File: src/rtl/pipe_stage_skid_pkg.sv
// Shared encodings for the skid-buffered pipeline stage:
// bubble ctrl values and occupancy FSM states.
package pipe_stage_skid_pkg;

    typedef enum logic [1:0] {
        OCC_EMPTY = 2'd0,
        OCC_ONE   = 2'd1,
        OCC_FULL  = 2'd2
    } occ_e;

    localparam logic [1:0] GPR_XP   = 2'b00;
    localparam logic [1:0] M2R_ALU  = 2'b00;
    localparam logic [3:0] CTRL_NOP = {GPR_XP, M2R_ALU};

    function automatic logic [1:0] occ_count(occ_e s);
        return s;
    endfunction

endpackage

File: src/rtl/pipe_perf_cnt.sv
// 32-bit enabled wrap-around event counter, async active-low reset.
// Only built when PIPE_STAGE_PERF_EN is defined.
`ifdef PIPE_STAGE_PERF_EN
module pipe_perf_cnt (
    input  logic        clk,
    input  logic        rst_n,
    input  logic        en,
    output logic [31:0] cnt
);

    logic [31:0] cnt_q;
    logic [31:0] cnt_d;

    always_comb begin
        cnt_d = cnt_q;
        if (en) begin
            cnt_d = cnt_q + 32'd1;
        end
    end

    always_ff @(posedge clk or negedge rst_n) begin
        if (!rst_n) begin
            cnt_q <= '0;
        end else begin
            cnt_q <= cnt_d;
        end
    end

    assign cnt = cnt_q;

endmodule
`endif

File: src/rtl/pipe_stage_skid.sv
// Generic pipeline register with 2-entry skid buffer and flush.
// PIPE_STAGE_PERF_EN adds stall/bubble performance counters.
module pipe_stage_skid
    import pipe_stage_skid_pkg::*;
#(
    parameter int                DATA_W      = 32,
    parameter int                CTRL_W      = 4,
    parameter logic [CTRL_W-1:0] BUBBLE_CTRL = CTRL_W'(CTRL_NOP)
) (
    input  logic              clk,
    input  logic              reset,
    input  logic              flush,
    input  logic              in_valid,
    output logic              in_ready,
    input  logic [CTRL_W-1:0] in_ctrl,
    input  logic [DATA_W-1:0] in_data,
    output logic              out_valid,
    input  logic              out_ready,
    output logic [CTRL_W-1:0] out_ctrl,
    output logic [DATA_W-1:0] out_data,
    output logic [1:0]        occupancy
`ifdef PIPE_STAGE_PERF_EN
    ,
    output logic [31:0]       perf_stall_cnt,
    output logic [31:0]       perf_bubble_cnt
`endif
);

    occ_e              state_q;
    occ_e              state_d;
    logic              main_v_q;
    logic              main_v_d;
    logic [CTRL_W-1:0] main_ctrl_q;
    logic [CTRL_W-1:0] main_ctrl_d;
    logic [DATA_W-1:0] main_data_q;
    logic [DATA_W-1:0] main_data_d;
    logic              skid_v_q;
    logic              skid_v_d;
    logic [CTRL_W-1:0] skid_ctrl_q;
    logic [CTRL_W-1:0] skid_ctrl_d;
    logic [DATA_W-1:0] skid_data_q;
    logic [DATA_W-1:0] skid_data_d;
    logic              in_fire;
    logic              out_fire;

    // in_ready depends on the skid flop only, never on out_ready
    assign in_ready  = ~skid_v_q;
    assign out_valid = main_v_q;
    assign out_ctrl  = main_v_q ? main_ctrl_q : BUBBLE_CTRL;
    assign out_data  = main_data_q;
    assign occupancy = occ_count(state_q);
    assign in_fire   = in_valid & in_ready;
    assign out_fire  = main_v_q & out_ready;

    always_comb begin
        state_d     = state_q;
        main_v_d    = main_v_q;
        main_ctrl_d = main_ctrl_q;
        main_data_d = main_data_q;
        skid_v_d    = skid_v_q;
        skid_ctrl_d = skid_ctrl_q;
        skid_data_d = skid_data_q;
        if (flush) begin
            state_d     = OCC_EMPTY;
            main_v_d    = 1'b0;
            main_ctrl_d = BUBBLE_CTRL;
            skid_v_d    = 1'b0;
            skid_ctrl_d = BUBBLE_CTRL;
        end else begin
            unique case (state_q)
                OCC_EMPTY: begin
                    if (in_fire) begin
                        state_d     = OCC_ONE;
                        main_v_d    = 1'b1;
                        main_ctrl_d = in_ctrl;
                        main_data_d = in_data;
                    end
                end
                OCC_ONE: begin
                    if (in_fire && out_fire) begin
                        main_ctrl_d = in_ctrl;
                        main_data_d = in_data;
                    end else if (in_fire) begin
                        state_d     = OCC_FULL;
                        skid_v_d    = 1'b1;
                        skid_ctrl_d = in_ctrl;
                        skid_data_d = in_data;
                    end else if (out_fire) begin
                        state_d     = OCC_EMPTY;
                        main_v_d    = 1'b0;
                        main_ctrl_d = BUBBLE_CTRL;
                    end
                end
                OCC_FULL: begin
                    if (out_fire) begin
                        state_d     = OCC_ONE;
                        main_ctrl_d = skid_ctrl_q;
                        main_data_d = skid_data_q;
                        skid_v_d    = 1'b0;
                        skid_ctrl_d = BUBBLE_CTRL;
                    end
                end
                default: begin
                    state_d = OCC_EMPTY;
                end
            endcase
        end
    end

    always_ff @(posedge clk or negedge reset) begin
        if (!reset) begin
            state_q     <= OCC_EMPTY;
            main_v_q    <= 1'b0;
            main_ctrl_q <= BUBBLE_CTRL;
            main_data_q <= '0;
            skid_v_q    <= 1'b0;
            skid_ctrl_q <= BUBBLE_CTRL;
            skid_data_q <= '0;
        end else begin
            state_q     <= state_d;
            main_v_q    <= main_v_d;
            main_ctrl_q <= main_ctrl_d;
            main_data_q <= main_data_d;
            skid_v_q    <= skid_v_d;
            skid_ctrl_q <= skid_ctrl_d;
            skid_data_q <= skid_data_d;
        end
    end

`ifdef PIPE_STAGE_PERF_EN
    pipe_perf_cnt u_stall_cnt (
        .clk   (clk),
        .rst_n (reset),
        .en    (main_v_q & ~out_ready),
        .cnt   (perf_stall_cnt)
    );

    pipe_perf_cnt u_bubble_cnt (
        .clk   (clk),
        .rst_n (reset),
        .en    (~main_v_q),
        .cnt   (perf_bubble_cnt)
    );
`endif

endmodule

File: config.mk
export PLATFORM = sky130hd
export DESIGN_NAME = pipe_stage_skid
export DESIGN_NICKNAME = d
export VERILOG_FILES = /design/src/rtl/pipe_stage_skid_pkg.sv /design/src/rtl/pipe_perf_cnt.sv /design/src/rtl/pipe_stage_skid.sv
export SDC_FILE = /design/constraint.sdc
export NUM_CORES = 1
export LEC_CHECK = 0
export CAP_MARGIN = 20
export CORE_ASPECT_RATIO = 2
export CORE_MARGIN = 8
export CORE_UTILIZATION = 34
export CTS_CLUSTER_DIAMETER = 60
export DETAILED_ROUTE_END_ITERATION = 16
export PLACE_DENSITY = 0.56
export SLEW_MARGIN = 10
export SYNTH_ARGS = -nofsm -noshare
export SYNTH_HDL_FRONTEND = slang
export SYNTH_SLANG_ARGS = --single-unit
File: constraint.sdc
create_clock -name clk -period 4 [get_ports clk]
set_clock_uncertainty 0.05 [all_clocks]
set_input_delay 1.2 -clock clk [delete_from_list [all_inputs] [get_ports clk]]
set_output_delay 1.2 -clock clk [all_outputs]
set_load 0.005 [all_outputs]
==> metrics.cfg <==
[status]
outcome=complete, no violations

[worst_setup_path]
start_kind=input pin
rr_startpoint=occupancy[1]
crit_type=input pin to flip-flop
cp-end-kind=flip-flop
cp.arrival_ns=3.24
path_max_fanout=17
worst_ep_required_time_ns=4.16
timing.critical_path.from=out_ready

[global_routing]
antenna_found_initial=0
grt_usage_pct=12.0
grt_pass1_wl_mm=13.2
overflow=0
grt_max_degree=77
grt_pass1_vias=2578

[route]
firstDrtPassIters=4
routed_wl_mm=7.81
ant_nets=0
drt-initial-drc-count=76
num_vias=2269
drc=0
wl_per_cell_um=16.7
vias_per_cell=4.86

[power]
ir_drop_v=0.000354
powerDensity_mw_per_mm2=729
leakage_nw=1.97

[synthesis]
syn_inst=244
syn_area_per_cell_um2=14.5
ys_top_cells_by_area=dfrtp_1 54%, mux2_2 29%, mux2_4 2.5%, buf_6 2.2%, ha_1 1.4%
ys_seq_area_share_pct=53.7
netlist_area_mm2=0.00354
syn-num-nets=289
synth.distinct_cells=33
synth_warnings=0
yosysTopAreaCell=dfrtp_1
ys_seq_elements=76
synth_top_area_share_pct=53.7

[layout]
multi_input_area_mm2=0.00152
layout.nets=370
final_cell_mix=90 x mux2_2, 79 x clkdlybuf4s50_1, 76 x dfrtp_1
final_common_cell=mux2_2
area_growth_pct=33.9
regArea_mm2=0.00190
drive_gt1_share_pct=37.0
diodes=0
fillerInstances=953
final_area_mm2=0.00475

[floorplan]
dieHeight_um=160
start_util_pct=34.3
core_mm2=0.0103
die-area_mm2=0.0141
ios=81
die_x_um=88.2
rows=53

[clocking]
numCtsBuffers=9
cts_hold_buf=0
cts_tree=done
cts_buffer_depth=2
cts_root_buffer=clkbuf_16
cts.sinks=76
cts_resized=0
worstSkewPairLatency_ns=0.33
h-tree-depth=3
clk_transition_reported_paths_ns=0.06
postCtsSetupRepairBufs=0

[hold_path]
worstHoldPathType=flip-flop to flip-flop
min_from=skid_data_q[30]

[sta]
slew_headroom_pct=37.3
worst_slack_ns=0.923
fin_crit_ns=3.08
final_max_slew_viol_count=0
final_hold_viol_count=0
max_freq_ghz=0.325
fin_setup_tns_ns=0
fin_crit_sh_pct=76.9
rsz0062_at_grt=false
worstMarginPinSlew_ns=0.941
finalSetupViolations=0

[place]
dp_hpwl_mm=5.30
gp_congestion=0.782
dp_worst_setup_slack_ns=0.566
post_dp_cell_area_mm2=0.00445
io_buffer_count=80

[job]
drv_cap=0

power by group:
part | internal [mW] | switching [mW]
logic | 0.853 | 0.478
registers | 1.14 | 0.197
clock network | 0.499 | 0.294
total | 2.49 | 0.969
Yosys cell counts:
cell	count
a22o_1	4
xnor2_1	1
dfrtp_1	76
buf_6	7
a211oi_1	6
inv_1	4
ha_1	4
buf_2	1
nand2_2	1
a21oi_1	1
nand2_1	2
mux2_4	6
o22a_1	1
mux2_2	90
nor2_1	10
clkbuf_1	5
a2bb2oi_1	1
a32oi_1	4
nand3_2	1
and2b_1	1
and2_1	4
nor4b_4	1
o21ai_0	2
a211oi_2	1
clkbuf_2	1
nand2b_4	1
o31ai_1	2
mux2_1	1
nor4b_1	1
nor3_1	1
a31oi_1	1
a21boi_0	1
a22oi_2	1
critical path, stage by stage:
cell and delay (ns):
clkdlybuf4s50_1 0.51, nand2_2 0.13, o21ai_0 0.24, nand3_2 0.47
buf_12 0.35, mux2_4 0.30
routing by layer:
layer,wire (µm),GRT usage [%],up-vias
met2,3550,18.2,81
met1,3430,13.9,1130
met4,116,4.58,0
met3,704,5.94,13
met5,0,0,-
li1,-,-,1045
final cells by class:
type / count / share of cell area, %
flip-flops and latches: 76 / 40.1
clock buffers: 12 / 5.19
well taps: 137 / 3.61
repair buffers: 84 / 17.7
clock inverters: 4 / 1.03
inverters: 4 / 0.316
multi-input cells: 150 / 32.1
per-stage QoR:
stage	hold WS [ns]	std cells	utilization [%]	total power, mW
5_1_grt	0.471	467	45.9	3.71
3_5_place_dp	0.441	451	43.0	2.70
6_report	0.447	467	45.9	3.46
4_1_cts	0.455	467	45.9	3.52
3_3_place_gp	0.413	451	43.0	2.65
2_1_floorplan	0.402	244	-	2.10
kinds of logic after synthesis:
group           Yosys count  share of synthesized area (%)
simple gates             23                           4.09
compound gates           25                           5.68
flops                    76                           53.7
xor+xnor                  1                          0.247
fa+ha+maj                 4                           1.41
buf+inv                  18                           3.46
mux                      97                           31.5
path summary, 6_finish.rpt:
kind / end / slack (ns) / cells after the start
worst max register to register: skid_ctrl_q[0] / 1.67 / 7
worst max-delay path: out_data[18] / 0.92 / 6
worst min-delay path: skid_data_q[30] / 0.45 / 1
worst min register to register: skid_data_q[30] / 0.45 / 1
min in group asynchronous: skid_data_q[30] / 0.97 / 1
max in group asynchronous: skid_v_q / 2.33 / 1
flip-flops by register name, indices dropped and copies added, names as in the netlist:
signal and cells:
out_data 32, skid_data_q 32, occupancy 2, skid_ctrl_q 4
out_valid 1, main_ctrl_q 4, skid_v_q 1
Power figures use the tool's default switching activity.
